File: config.mk
export PLATFORM = sky130hd
export DESIGN_NAME = ram_port_arbiter
export DESIGN_NICKNAME = d
export VERILOG_FILES = /design/src/rtl/ram_arb_pkg.sv /design/src/rtl/rr_arbiter2.sv /design/src/rtl/ram_port_arbiter.sv
export SDC_FILE = /design/constraint.sdc
export NUM_CORES = 1
export LEC_CHECK = 0
export ABC_AREA = 1
export BUFFER_PORTS_ARGS = -buffer_cell sky130_fd_sc_hd__clkbuf_2
export CAP_MARGIN = 20
export CORE_ASPECT_RATIO = 1.25
export CORE_MARGIN = 5
export CORE_UTILIZATION = 44
export DETAILED_ROUTE_END_ITERATION = 6
export PLACE_DENSITY = 0.86
export SKIP_LAST_GASP = 1
export SYNTH_ARGS = -nofsm -noshare
export SYNTH_HDL_FRONTEND = slang
export SYNTH_SLANG_ARGS = --single-unit
File: constraint.sdc
create_clock -name clk -period 3.8 [get_ports clk]
set_clock_uncertainty 0.1 [all_clocks]
set_input_delay 0 -clock clk [delete_from_list [all_inputs] [get_ports clk]]
set_output_delay 0 -clock clk [all_outputs]
set_load 0.1 [all_outputs]
File: src/rtl/ram_arb_pkg.sv
// Shared definitions for the two-port RAM arbiter.
// Holds the FSM encoding, port indices and a small pointer helper.
package ram_arb_pkg;

  typedef enum logic {
    ST_CLEAR = 1'b0,
    ST_RUN   = 1'b1
  } state_e;

  localparam int unsigned P0 = 0;
  localparam int unsigned P1 = 1;

  // Round-robin pointer after a grant: favour the port that lost.
  function automatic logic other_port(input logic winner);
    return ~winner;
  endfunction

endpackage

File: src/rtl/rr_arbiter2.sv
// Two-input round-robin grant.
// A lone requester always wins; on contention the pointer decides.
import ram_arb_pkg::*;

module rr_arbiter2 (
  input  logic [1:0] valid,
  input  logic       pointer,
  output logic [1:0] grant
);

  // Pointer is only consulted when both ports request together.
  always_comb begin
    grant     = '0;
    grant[P0] = valid[P0] & (~valid[P1] | ~pointer);
    grant[P1] = valid[P1] & (~valid[P0] |  pointer);
  end

endmodule

File: src/rtl/ram_port_arbiter.sv
// Shares one single-port synchronous RAM between two requesters.
// Zero-fills the RAM after reset, then grants round-robin.
import ram_arb_pkg::*;

module ram_port_arbiter #(
  parameter int A = 10,
  parameter int D = 8
) (
  input  logic         clk,
  input  logic         reset,
  input  logic         req0_valid,
  input  logic         req0_we,
  input  logic [A-1:0] req0_addr,
  input  logic [D-1:0] req0_wdata,
  output logic         req0_ready,
  output logic         rsp0_valid,
  output logic [D-1:0] rsp0_rdata,
  input  logic         req1_valid,
  input  logic         req1_we,
  input  logic [A-1:0] req1_addr,
  input  logic [D-1:0] req1_wdata,
  output logic         req1_ready,
  output logic         rsp1_valid,
  output logic [D-1:0] rsp1_rdata,
  output logic [A-1:0] ram_addr,
  output logic [D-1:0] ram_din,
  output logic         ram_we,
  input  logic [D-1:0] ram_dout,
  output logic         clearing
);

  // Counter is one bit wider than the address so the last
  // clear address is reached without an aliasing wrap.
  localparam logic [A:0] LAST = {1'b0, {A{1'b1}}};

  state_e     state_q, state_d;
  logic [A:0] cnt_q, cnt_d;
  logic       ptr_q, ptr_d;
  logic       rsp0_valid_q, rsp0_valid_d;
  logic       rsp1_valid_q, rsp1_valid_d;

  logic       run;
  logic       clr;
  logic [1:0] valid;
  logic [1:0] grant;

  assign run   = (state_q == ST_RUN) & ~reset;
  assign clr   = (state_q == ST_CLEAR) & ~reset;
  assign valid = {req1_valid, req0_valid} & {2{run}};

  rr_arbiter2 u_rr (
    .valid   (valid),
    .pointer (ptr_q),
    .grant   (grant)
  );

  assign req0_ready = grant[P0];
  assign req1_ready = grant[P1];
  assign clearing   = reset | (state_q == ST_CLEAR);
  assign rsp0_valid = rsp0_valid_q;
  assign rsp1_valid = rsp1_valid_q;
  assign rsp0_rdata = ram_dout;
  assign rsp1_rdata = ram_dout;

  // RAM-side mux: clear sweep, else the granted port, else idle.
  always_comb begin
    ram_we   = 1'b0;
    ram_addr = req0_addr;
    ram_din  = '0;
    unique case (1'b1)
      clr: begin
        ram_we   = 1'b1;
        ram_addr = cnt_q[A-1:0];
        ram_din  = '0;
      end
      grant[P0]: begin
        ram_we   = req0_we;
        ram_addr = req0_addr;
        ram_din  = req0_wdata;
      end
      grant[P1]: begin
        ram_we   = req1_we;
        ram_addr = req1_addr;
        ram_din  = req1_wdata;
      end
      default: ;
    endcase
  end

  // Next-state: clear sweep, rr pointer update, read-response flags.
  always_comb begin
    state_d      = state_q;
    cnt_d        = cnt_q;
    ptr_d        = ptr_q;
    rsp0_valid_d = grant[P0] & ~req0_we;
    rsp1_valid_d = grant[P1] & ~req1_we;
    case (state_q)
      ST_CLEAR: begin
        cnt_d = cnt_q + 1'b1;
        if (cnt_q == LAST) begin
          state_d = ST_RUN;
        end
      end
      ST_RUN: begin
        if (|grant) begin
          ptr_d = other_port(grant[P1]);
        end
      end
      default: state_d = ST_CLEAR;
    endcase
  end

  // State registers with synchronous active-high reset.
  always_ff @(posedge clk) begin
    if (reset) begin
      state_q      <= ST_CLEAR;
      cnt_q        <= '0;
      ptr_q        <= 1'b0;
      rsp0_valid_q <= 1'b0;
      rsp1_valid_q <= 1'b0;
    end else begin
      state_q      <= state_d;
      cnt_q        <= cnt_d;
      ptr_q        <= ptr_d;
      rsp0_valid_q <= rsp0_valid_d;
      rsp1_valid_q <= rsp1_valid_d;
    end
  end

endmodule

=== Yosys cells after proc, flatten, opt, wreduce, memory -nomap -nowiden ===
Index checks and enable logic that the tools add are counted.

* Flip-flop bits (word level): 15
* Input bits: 50
* Output and inout port bits: 40
* Logic and storage cells: 32

* Add/sub/neg operators: 1
* Equal/unequal tests: 1
* Muxes and demuxes: 5
* Bitwise operators: 18
* Reductions and logical operators: 2

{| class="wikitable"
|+ Operator list
! cell !! number
|-
| 10-bit case mux with 2 select lines || 1
|-
| 8-bit case mux with 2 select lines || 1
|-
| 11-bit by 1-bit adder with 11-bit output (second input constant) || 1
|-
| 11-bit by 10-bit equality test with 1-bit output (second input constant) || 1
|-
| 1-bit NOT || 8
|-
| 1-bit AND || 6
|-
| 1-bit bitwise OR || 3
|-
| 1-bit case mux with 3 select lines || 1
|-
| 2-bit AND || 1
|-
| 1-bit two-way mux || 2
|-
| 2-bit AND reduction || 1
|-
| 2-bit OR reduction || 1
|}

=== Depth between registers and ports, before layout ===
Gate-level depths: netlist of run 1.

* Depth after elaboration: 8
* Mapped depth: 7

=== Cells and area by module ===
From an unflattened synthesis of run 1, not the netlist that was laid out.

* Cells, all modules: 165
* Area, all modules: 1086.0 um2

{| class="wikitable"
|+ Modules (own cells, without submodules)
! module !! instances !! cells an instance !! area each (um2) !! sequential area each (um2)
|-
| ram_port_arbiter || 1 || 160 || 1066.0 || 300.3
|-
| rr_arbiter2 || 1 || 5 || 20.0 || 0.0
|}

=== Worst setup path before layout of run 1 ===
OpenSTA, ideal clock, no wires.

* Path type: reg-to-output
* Start point: register state_q
* End point: output ram_we
* Data arrival time: 1856 ps
* Path slack: 1844 ps
* Stages on the path, launching flop included: 8
* Path through: dfxtp_1 > inv_4 > nor2_8 > nand2_4 > nor2_4 > buf_6 > nand2_2 > nand3_1

* Cells in the longest elaborated chain, start to end: 6

{| class="wikitable"
|+ RTL lines
! what !! RTL line !! source
|-
| from (decl) || ram_port_arbiter.sv:36 || <nowiki>state_e state_q, state_d;</nowiki>
|-
| from (signal assigned) || ram_port_arbiter.sv:122 || <nowiki>state_q <= state_d;</nowiki>
|-
| 1-bit AND * || ram_port_arbiter.sv:47 || <nowiki>assign run = (state_q == ST_RUN) & ~reset;</nowiki>
|-
| 2-bit AND * || ram_port_arbiter.sv:49 || <nowiki>assign valid = {req1_valid, req0_valid} & {2{run}};</nowiki>
|-
| 1-bit NOT || rr_arbiter2.sv:14 || <nowiki>grant[P0] = valid[P0] & (~valid[P1] | ~pointer);</nowiki>
|-
| 1-bit bitwise OR || rr_arbiter2.sv:14 ||
|-
| 1-bit AND * || rr_arbiter2.sv:14 ||
|-
| named net req0_ready || ram_port_arbiter.sv:15 || <nowiki>output logic req0_ready,</nowiki>
|-
| 1-bit case mux with 3 select lines * || ram_port_arbiter.sv:70 || <nowiki>unique case (1'b1)</nowiki>
|-
| to (decl) || ram_port_arbiter.sv:27 || <nowiki>output logic ram_we,</nowiki>
|}

Mark *: on every way through the listed nets, which the timed path passes. The rest lies on a longest branch.

=== Worst setup path after layout of run 1 ===
* Start point: register state_q
* End point: output ram_addr[0]

* Cells in the longest elaborated chain, start to end: 6

{| class="wikitable"
|+ RTL lines
! what !! RTL line !! source
|-
| 1-bit AND || ram_port_arbiter.sv:47 ||
|-
| 2-bit AND || ram_port_arbiter.sv:49 ||
|-
| 1-bit NOT || rr_arbiter2.sv:15 || <nowiki>grant[P1] = valid[P1] & (~valid[P0] | pointer);</nowiki>
|-
| 1-bit bitwise OR || rr_arbiter2.sv:15 ||
|-
| 1-bit AND || rr_arbiter2.sv:15 ||
|-
| 10-bit case mux with 2 select lines * || ram_port_arbiter.sv:70 ||
|-
| to (decl) || ram_port_arbiter.sv:25 || <nowiki>output logic [A-1:0] ram_addr,</nowiki>
|}

Mark *: on every way between the ends. The rest lies on a longest branch, timed or not.

==> results.sh, run 1 <==
export IMPL_timing_setup_tns_ns=0
export IMPL_timing_rr_end="rsp1_valid$_SDFF_PP0_"
export IMPL_cp_buffers_inverters=3
export IMPL_io_buffers=65
export IMPL_p_int_mw=0.250
export IMPL_drt_iter0_drc=25
export IMPL_relSlewSlack=0.625
export IMPL_clk_latency_ns=0.28
export IMPL_die_h_um=69.4
export IMPL_synthToLayoutAreaGrowth_pct=34.0
export IMPL_synthTopCellsByArea="dfxtp_1, nand2_1, buf_4"
export IMPL_vias_per_cell=5.04
export IMPL_arrival_ns=2.12
export IMPL_worstHoldStart="ram_dout[7]"
export IMPL_cpPeakStageDelay_ns=0.48
export IMPL_synth_nets=237
export IMPL_dpl_hpwl_mm=2.81
export IMPL_finalMaxSlewViolations=0
export IMPL_synthFlopType="dfxtp_1"
export IMPL_reg2reg_from="state_q$_SDFF_PP0_"
export IMPL_pwr_share_clk=0.203
export IMPL_end_kind="output pin"
export IMPL_routedWlPerCell_um=14.4
export IMPL_grt_pass1_vias=1519
export IMPL_powerDensity_mw_per_mm2=276
export IMPL_swShare=0.456
export IMPL_syn_avg_cell_area_um2=6.67
export IMPL_period_share=0.585
export IMPL_cts_tree="yes"
export IMPL_async_flop_share=0
export IMPL_grt_usage=0.210
export IMPL_path_max_fanout=20
export IMPL_synth_edf_count=0
export IMPL_ys_top_cells_by_count="nand2_1, nor2_1, nand3_1"
export IMPL_combPwrFrac=0.443
export IMPL_postCtsSetupBuffers=0
export IMPL_irDropWorstVdd_uv=183
export IMPL_antenna_cells=0
export IMPL_ys_types=27
export IMPL_rows=21
export IMPL_clk_pin_slew_ns=0.09
export IMPL_yosys_area_top_type="dfxtp_1"
export IMPL_status="complete, no violations"
export IMPL_drtAntennaViolNets=0
export IMPL_path_class="reg -> out"
export IMPL_drv_cap=0
export IMPL_rsz0062_at_grt="false"
export IMPL_critPathLaunch="state_q$_SDFF_PP0_"
export IMPL_crit_path_cell_trace="inv_4, nor2_8, nand3_4, clkinv_2, nand2_1, o211ai_2, clkbuf_2"
export IMPL_wl_mm=4.03
export IMPL_gp_congestion=0.845
export IMPL_drc=0
export IMPL_clock_sinks=15
export IMPL_dieArea_mm2=0.00399
export IMPL_htreeDepth=1
export IMPL_synth_most_common_cell="nand2_1"
export IMPL_die_x_um=57.5
export IMPL_reg2reg_slack_ns=2.11
export IMPL_fmax_mhz=450
export IMPL_dr_pass1_iters=4
export IMPL_vias=1405
export IMPL_ys_seq_elements=15
export IMPL_yosysWarnings=0
export IMPL_synth_top_area_frac=0.242
export IMPL_p_seq_frac=0.354
export IMPL_overflow=0
export IMPL_setup_viol=0
export IMPL_crit_required_ns=3.70
export IMPL_grt_max_degree=21
export IMPL_slowest_stage="clkbuf_2"
export IMPL_crit_cells=7
export IMPL_root_buffer="clkbuf_4"
export IMPL_finalInstanceArea_mm2=0.00166
export IMPL_seq_area_frac_synth=0.242
export IMPL_dpl_cell_area_mm2=0.00143
export IMPL_grt_pass1_wl_mm=6.70
export IMPL_crit_end="ram_addr[0]"
export IMPL_min_period_ns=2.22
export IMPL_leakagePower_nw=0.895
export IMPL_start_util=0.459
export IMPL_clockBufferDepth=2
export IMPL_drive_gt1_frac=0.392
export IMPL_r2r_cells=5
export IMPL_p_sw_mw=0.209
export IMPL_start_kind="register"
export IMPL_core_mm2=0.00271
export IMPL_synthCells=186
export IMPL_tightestPinTransition_ns=0.564
export IMPL_antenna_found_initial=0
export IMPL_synth_area_mm2=0.00124
export IMPL_ios=90
export IMPL_cts_buffers_inserted=3
export IMPL_finalHoldViolCount=0
export IMPL_path_delay_family="buffers and inverters"
export IMPL_hp_class="in -> out"
export IMPL_nets=297
## cells in the final DEF, fill, tap and decap left out
cell type       n
a21oi_1         5
a22o_1          1
buf_12          8
clkbuf_1        1
clkbuf_2       65
clkbuf_4        3
clkinv_2        1
dfxtp_1        15
dlygate4sd3_1   5
ha_1            1
inv_1          16
inv_2           1
inv_4           1
nand2_1        59
nand2_2         1
nand2_4         1
nand3_1        18
nand3_2         4
nand3_4         1
nand4_1         1
nor2_1         20
nor2_2          1
nor2_4          2
nor2_8          1
nor3_1          1
o211ai_2        6
o21ai_0         3
o21bai_1        1
xnor2_1         2
## worst reg2reg max path: cells and delay by family, from the launching register on
| family | cells | cell delay, ns |
|---|---|---|
| buf+inv | 2 | 0.65 |
| flops | 1 | 0.46 |
| simple gates | 3 | 0.43 |
## final cells by class
| cell class | count | area (um^2) |
|---|---|---|
| clock buffer | 4 | 26.3 |
| multi-input combinational | 129 | 683 |
| sequential | 15 | 300 |
| inverter | 19 | 75.1 |
| fill | 221 | 1040 |
| tap | 34 | 42.5 |
| timing repair buffer | 78 | 536 |
## state kept, by name (all words and copies together) (netlist names)
register	cells
rsp0_valid	1
rsp1_valid	1
state_q	1
ptr_q	1
cnt_q	11
## worst min-delay path by stage
| stage | to | slack, ns | cells after the start |
|---|---|---|---|
| finish | rsp0_rdata[7] | 0.08 | 1 |
| global route | rsp1_rdata[4] | 0.08 | 1 |
| CTS | ptr_q$_SDFFE_PP0P_ | 0.08 | 5 |
| detailed placement | rsp0_rdata[1] | -0.1 | 0 |
| global placement | rsp0_rdata[1] | -0.1 | 0 |
| floorplan | rsp1_valid$_SDFF_PP0_ | -0.03 | 1 |
## routing by layer
layer,vias to the layer above,track usage,part of all wire
met5,-,0,0
met3,22,0.0577,0.093
li1,688,-,-
met2,84,0.369,0.50
met4,0,0.134,0.048
met1,611,0.210,0.36
## metrics by stage
stage	instances	power, mW	setup slack (ns)	util	hold slack, ns
after global placement	262	0.278	2.01	0.527	-0.0989
final	279	0.459	1.58	0.614	0.0817
after detailed placement	262	0.278	1.96	0.527	-0.0989
after global routing	279	0.474	1.48	0.614	0.0826
after CTS	279	0.457	1.63	0.614	0.0765
after floorplan	186	0.324	1.84	-	-0.0276
## cells by family after synthesis
kind of cell,after synthesis,synth area share
buffers and inverters,42,0.208
adders and majority gates,1,0.0101
and+or+nand+nor,110,0.420
AOI/OAI and AO/OA,16,0.106
xor gates and xnor gates,2,0.0141
DFF,15,0.242
## power by group through the flow
| stage | logic (mW) | registers (mW) | clock network [mW] |
|---|---|---|---|
| floorplan | 0.159 | 0.165 | 0 |
| finish | 0.203 | 0.162 | 0.0934 |
| global placement | 0.112 | 0.166 | 0 |
| global route | 0.210 | 0.163 | 0.101 |
| detailed placement | 0.112 | 0.166 | 0 |
| CTS | 0.201 | 0.162 | 0.0930 |
## repair_timing
item                      4_1_cts  5_1_grt
gates resized for setup         0        0
hold endpoints to repair       21        0
hold buffers                   13        0
(Power assumes the default switching activity.)
==> run 2: changes to the inputs <==
--- a/config.mk
+++ b/config.mk
@@ -5,14 +5,14 @@
 export SDC_FILE = /design/constraint.sdc
 export NUM_CORES = 1
 export LEC_CHECK = 0
-export ABC_AREA = 1
+export ABC_AREA = 0
 export BUFFER_PORTS_ARGS = -buffer_cell sky130_fd_sc_hd__clkbuf_2
 export CAP_MARGIN = 20
 export CORE_ASPECT_RATIO = 1.25
 export CORE_MARGIN = 5
-export CORE_UTILIZATION = 44
+export CORE_UTILIZATION = 35
 export DETAILED_ROUTE_END_ITERATION = 6
-export PLACE_DENSITY = 0.86
+export PLACE_DENSITY = 0.77
 export SKIP_LAST_GASP = 1
 export SYNTH_ARGS = -nofsm -noshare
 export SYNTH_HDL_FRONTEND = slang
==> constraint.sdc (replaced) <==
create_clock -name clk -period 1.9 [get_ports clk]
set_clock_uncertainty 0.1 [all_clocks]
set_input_delay 0 -clock clk [delete_from_list [all_inputs] [get_ports clk]]
set_output_delay 0 -clock clk [all_outputs]
set_load 0.1 [all_outputs]
==> run 2 against run 1 <==
Die area up 7.9%. Register-to-register slack lost 1.9 ns. First-iteration DRC count up 120%. Combinational power rose by 130%. Design area is 13% higher. Power is 110% higher. Clock power grew 98%. Wire length shrank 3.9%. Non-clock buffer count rose by 1. Core utilization up 2.2 points. Largest cell class is now buffers.
==> results.sh, run 2 <==
export IMPL_path_class="reg -> out"
export IMPL_drv_cap=0
export IMPL_nets=238
export IMPL_async_flop_share=0
export IMPL_wl_mm=3.87
export IMPL_synth_area_mm2=0.00108
export IMPL_setup_viol=0
export IMPL_clk_latency_ns=0.29
export IMPL_stdcell_count=222
export IMPL_crit_path_cell_trace="and3b_1, and2_2, a22o_2, buf_12"
export IMPL_cts_buffers_inserted=3
export IMPL_worstHoldStart="reset"
export IMPL_finalInstanceArea_mm2=0.00187
export IMPL_dieArea_mm2=0.00430
export IMPL_yosysWarnings=0
export IMPL_drive_gt1_frac=0.527
export IMPL_antenna_cells=0
export IMPL_total_power_mw=0.972
export IMPL_ys_types=34
export IMPL_ys_seq_elements=15
export IMPL_clockBufferDepth=2
export IMPL_synthCells=124
export IMPL_grt_pass1_wl_mm=5.40
export IMPL_fmax_mhz=549
export IMPL_clock_sinks=15
export IMPL_whs_ns=0.0277
export IMPL_grt_pass1_vias=1150
export IMPL_drt_iter0_drc=56
export IMPL_grt_max_degree=22
export IMPL_dr_pass1_iters=4
export IMPL_die_x_um=59.7
export IMPL_synth_top_area_frac=0.278
export IMPL_synthToLayoutAreaGrowth_pct=73.6
export IMPL_leakagePower_nw=0.828
export IMPL_grt_usage=0.166
export IMPL_timing_setup_tns_ns=0
export IMPL_synth_nets=175
export IMPL_place_ws_ns=0.222
export IMPL_gp_congestion=0.804
export IMPL_slowest_stage="dfxtp_2"
export IMPL_postLayoutCoreUtil=0.636
export IMPL_final_cell_mix="clkbuf_2, buf_12, dfxtp_1"
export IMPL_io_buffers=65
export IMPL_synth_edf_count=0
export IMPL_clk_pin_slew_ns=0.09
export IMPL_dpl_cell_area_mm2=0.00165
export IMPL_powerDensity_mw_per_mm2=519
export IMPL_end_kind="output pin"
export IMPL_rsz0062_at_grt="false"
export IMPL_r2r_cells=4
export IMPL_min_period_ns=1.82
export IMPL_seq_area_frac_synth=0.278
export IMPL_arrival_ns=1.72
export IMPL_cpPeakStageDelay_ns=0.40
export IMPL_postCtsSetupBuffers=0
export IMPL_ys_top_cells_by_count="buf_4, dfxtp_1, a221o_1"
export IMPL_drc=0
export IMPL_final_common_cell="clkbuf_2"
export IMPL_irDropWorstVdd_uv=360
export IMPL_vias_per_cell=5.56
export IMPL_dp_cells=207
export IMPL_period_share=0.958
export IMPL_synthTopCellsByArea="dfxtp_1, buf_4, a221o_1"
export IMPL_setup_ws_ns=0.0796
export IMPL_routedWlPerCell_um=17.4
export IMPL_synth_most_common_cell="buf_4"
export IMPL_antenna_found_initial=0
export IMPL_hp_class="in -> reg"
export IMPL_hold_depth=2
export IMPL_ios=90
export IMPL_syn_avg_cell_area_um2=8.71
export IMPL_drtAntennaViolNets=0
export IMPL_reg2reg_from="cnt_q[1]$_SDFFE_PP0N_"
export IMPL_htreeDepth=1
export IMPL_start_kind="register"
export IMPL_synthFlopType="dfxtp_1"
export IMPL_dpl_hpwl_mm=3.00
export IMPL_core_mm2=0.00295
export IMPL_crit_required_ns=1.80
export IMPL_rows=22
export IMPL_vias=1234
export IMPL_yosys_area_top_type="dfxtp_1"
export IMPL_cts_tree="yes"
export IMPL_relSlewSlack=0.633
export IMPL_die_h_um=72.1
export IMPL_largest_reg_flops=11
export IMPL_finalMaxSlewViolations=0
export IMPL_finalHoldViolCount=0
export IMPL_root_buffer="clkbuf_4"
export IMPL_start_util=0.367
export IMPL_num_fill_cells=223
export IMPL_overflow=0
export IMPL_top_register="cnt_q"
export IMPL_path_max_fanout=10
export IMPL_status="complete, no violations"
export IMPL_tightestPinTransition_ns=0.552
export IMPL_critPathLaunch="state_q$_SDFF_PP0_"
## run 2: cell types whose count changed after synthesis, moves of 4 or more
cell,delta
a221o_1,+11
a22o_1,+7
and2_1,+8
inv_1,-12
nand2_1,-55
nand3_1,-16
nand3_2,-4
nor2_1,-15
nor2b_1,+4
o211ai_2,-6
o31ai_1,+4
or4_1,+5
## run 2: critical path, delay by kind of cell (launching register included)
family	cells	cell delay, ns
buffers and inverters	1	0.18
DFF	1	0.40
AOI/OAI and AO/OA	1	0.23
and+or+nand+nor	2	0.62
## run 2: cells by family (layout without fill, tap and decap cells)
group / Yosys count / count (layout) / share of synthesized area
AND/OR/NAND/NOR: 42 / 43 / 0.254
flip-flops: 15 / 15 / 0.278
AO/OA/AOI/OAI: 36 / 36 / 0.263
multiplexers: 1 / 1 / 0.00927
XOR/XNOR: 3 / 3 / 0.0243
adder cells (fa/ha/maj): 1 / 1 / 0.0116
buffers and inverters: 26 / 87 / 0.160
## run 2: path summary, 6_finish.rpt
| check | slack (ns) | end |
|---|---|---|
| max | 0.08 | ram_din[6] |
| min | 0.03 | cnt_q[7]$_SDFFE_PP0N_ |
| max reg2reg | 0.20 | state_q$_SDFF_PP0_ |
| min reg2reg | 0.40 | cnt_q[10]$_SDFFE_PP0N_ |
## run 2: repair_timing
action / in CTS / in global routing
endpoints found under the hold margin: 18 / 0
resized for setup: 1 / 3
endpoints found under the setup margin: 19 / 16
pin swaps: 0 / 1
hold buffers: 10 / 0
cloned: 0 / 1
## run 2: report_power, final
group          switching [mW]  internal (mW)
Sequential            0.00782          0.320
Combinational           0.309          0.150
Clock                   0.104         0.0816
## run 2: layer usage
metal | part of all wire | track usage
met3 | 0.11 | 0.0285
met5 | 0 | 0
met4 | 0.035 | 0.0985
met1 | 0.31 | 0.153
met2 | 0.54 | 0.323
## run 2: layout make-up
class	instances	area, um^2	share of cell area
clock buffers	4	26.3	0.0140
well taps	36	45.0	0.0240
flip-flops and latches	15	302	0.161
multi-input cells	84	636	0.339
inverters	4	15.0	0.00801
repair buffers	79	851	0.454
==> run 3: changes to the inputs <==
--- a/config.mk
+++ b/config.mk
@@ -12,7 +12,7 @@
 export CORE_MARGIN = 5
 export CORE_UTILIZATION = 35
 export DETAILED_ROUTE_END_ITERATION = 6
-export PLACE_DENSITY = 0.77
+export PLACE_DENSITY = 0.78
 export SKIP_LAST_GASP = 1
 export SYNTH_ARGS = -nofsm -noshare
 export SYNTH_HDL_FRONTEND = slang
==> run 3 against run 2 <==
Count of clock-buffer cells in the layout did not move. Non-clock buffer count up 1. Sequential cell count unchanged. Sequential share of layout area up 0.069 points. Maximum frequency grew 0.24%. Via count decreased by 2.9%. Largest cell class unchanged.
==> results.sh, run 3 (synthesis results as in run 2) <==
export IMPL_grt_pass1_vias=1102
export IMPL_leakagePower_nw=0.834
export IMPL_grt_usage=0.153
export IMPL_cts_tree="yes"
export IMPL_die_h_um=72.1
export IMPL_fmax_mhz=551
export IMPL_synthToLayoutAreaGrowth_pct=74.3
export IMPL_htreeDepth=1
export IMPL_vias=1198
export IMPL_setup_ws_ns=0.0840
export IMPL_antenna_cells=0
export IMPL_antenna_found_initial=0
export IMPL_place_ws_ns=0.227
export IMPL_rows=22
export IMPL_clk_pin_slew_ns=0.09
export IMPL_finalHoldViolCount=0
export IMPL_io_buffers=65
export IMPL_min_period_ns=1.82
export IMPL_final_common_cell="clkbuf_2"
export IMPL_timing_setup_tns_ns=0
export IMPL_grt_max_degree=22
export IMPL_die_x_um=59.7
export IMPL_ios=90
export IMPL_drive_gt1_frac=0.519
export IMPL_relSlewSlack=0.637
export IMPL_postLayoutCoreUtil=0.639
export IMPL_swShare=0.431
export IMPL_path_class="reg -> out"
export IMPL_finalMaxSlewViolations=0
export IMPL_combPwrFrac=0.472
export IMPL_cts_buffers_inserted=3
export IMPL_vias_per_cell=5.37
export IMPL_powerDensity_mw_per_mm2=515
export IMPL_drtAntennaViolNets=0
export IMPL_pwr_share_clk=0.191
export IMPL_postCtsSetupBuffers=0
export IMPL_core_mm2=0.00295
export IMPL_irDropWorstVdd_uv=370
export IMPL_tightestPinTransition_ns=0.547
export IMPL_dpl_hpwl_mm=2.77
export IMPL_nets=239
export IMPL_crit_required_ns=1.80
export IMPL_root_buffer="clkbuf_4"
export IMPL_grt_pass1_wl_mm=5.15
export IMPL_period_share=0.956
export IMPL_arrival_ns=1.72
export IMPL_rsz0062_at_grt="false"
export IMPL_drc=0
export IMPL_p_int_mw=0.551
export IMPL_gp_congestion=0.797
export IMPL_top_register="cnt_q"
export IMPL_end_kind="output pin"
export IMPL_setup_viol=0
export IMPL_clock_sinks=15
export IMPL_hp_class="in -> reg"
export IMPL_p_sw_mw=0.417
export IMPL_routedWlPerCell_um=16.4
export IMPL_overflow=0
export IMPL_start_util=0.367
export IMPL_start_kind="register"
export IMPL_status="complete, no violations"
export IMPL_clockBufferDepth=2
export IMPL_drv_cap=0
export IMPL_dr_pass1_iters=4
export IMPL_whs_ns=0.0256
export IMPL_wl_mm=3.67
export IMPL_final_cell_mix="clkbuf_2, buf_12, dfxtp_1"
export IMPL_largest_reg_flops=11
export IMPL_path_max_fanout=11
export IMPL_p_seq_frac=0.337
export IMPL_dieArea_mm2=0.00430
export IMPL_clk_latency_ns=0.29
export IMPL_drt_iter0_drc=50
[run 3: final cells by class]
class	count	area [um^2]
repair buffers	80	858
well taps	36	45.0
inverters	4	15.0
fillers	230	1060
flip-flops and latches	15	304
clock buffers	4	26.3
multi-input cells	84	633
[run 3: repair_timing]
action,in CTS,in global routing
resized for setup,1,3
pin swaps,0,1
setup endpoints to repair,19,12
hold endpoints to repair,18,0
hold buffers,10,0
gates cloned,0,1
[run 3: power groups by stage]
stage	Combinational, mW	Clock (mW)	Sequential [mW]
6_report	0.457	0.185	0.327
5_1_grt	0.472	0.202	0.328
4_1_cts	0.456	0.183	0.328
3_5_place_dp	0.279	0	0.335
3_3_place_gp	0.278	0	0.335
2_1_floorplan	0.311	0	0.335
[run 3: metal layers]
layer | vias to the layer above | global-route usage | wire length (um)
li1 | 573 | - | -
met1 | 546 | 0.169 | 1290
met2 | 70 | 0.263 | 1800
met3 | 9 | 0.0427 | 471
met4 | 0 | 0.0739 | 99
met5 | - | 0 | 0
[run 3: per-stage QoR]
| step | instances | total power [mW] | area, um^2 |
|---|---|---|---|
| 2_1_floorplan | 124 | 0.646 | 1090 |
| 3_3_place_gp | 208 | 0.613 | 1660 |
| 3_5_place_dp | 208 | 0.614 | 1660 |
| 4_1_cts | 222 | 0.968 | 1860 |
| 5_1_grt | 223 | 1.00 | 1880 |
| 6_report | 223 | 0.968 | 1880 |
[run 3: path summary, 6_finish.rpt]
| check | from | to | slack, ns | cells past startpoint |
|---|---|---|---|---|
| setup / recovery | state_q$_SDFF_PP0_ | ram_addr[3] | 0.08 | 4 |
| hold / removal | reset | cnt_q[6]$_SDFFE_PP0N_ | 0.03 | 2 |
| setup reg to reg | cnt_q[1]$_SDFFE_PP0N_ | state_q$_SDFF_PP0_ | 0.16 | 4 |
| hold reg to reg | cnt_q[10]$_SDFFE_PP0N_ | cnt_q[10]$_SDFFE_PP0N_ | 0.39 | 2 |
[run 3: critical path, stage by stage, from the launching register on]
cell and delay (ns):
dfxtp_4 0.39, and3b_1 0.26, and2_4 0.21, a221o_1 0.39, buf_12 0.18
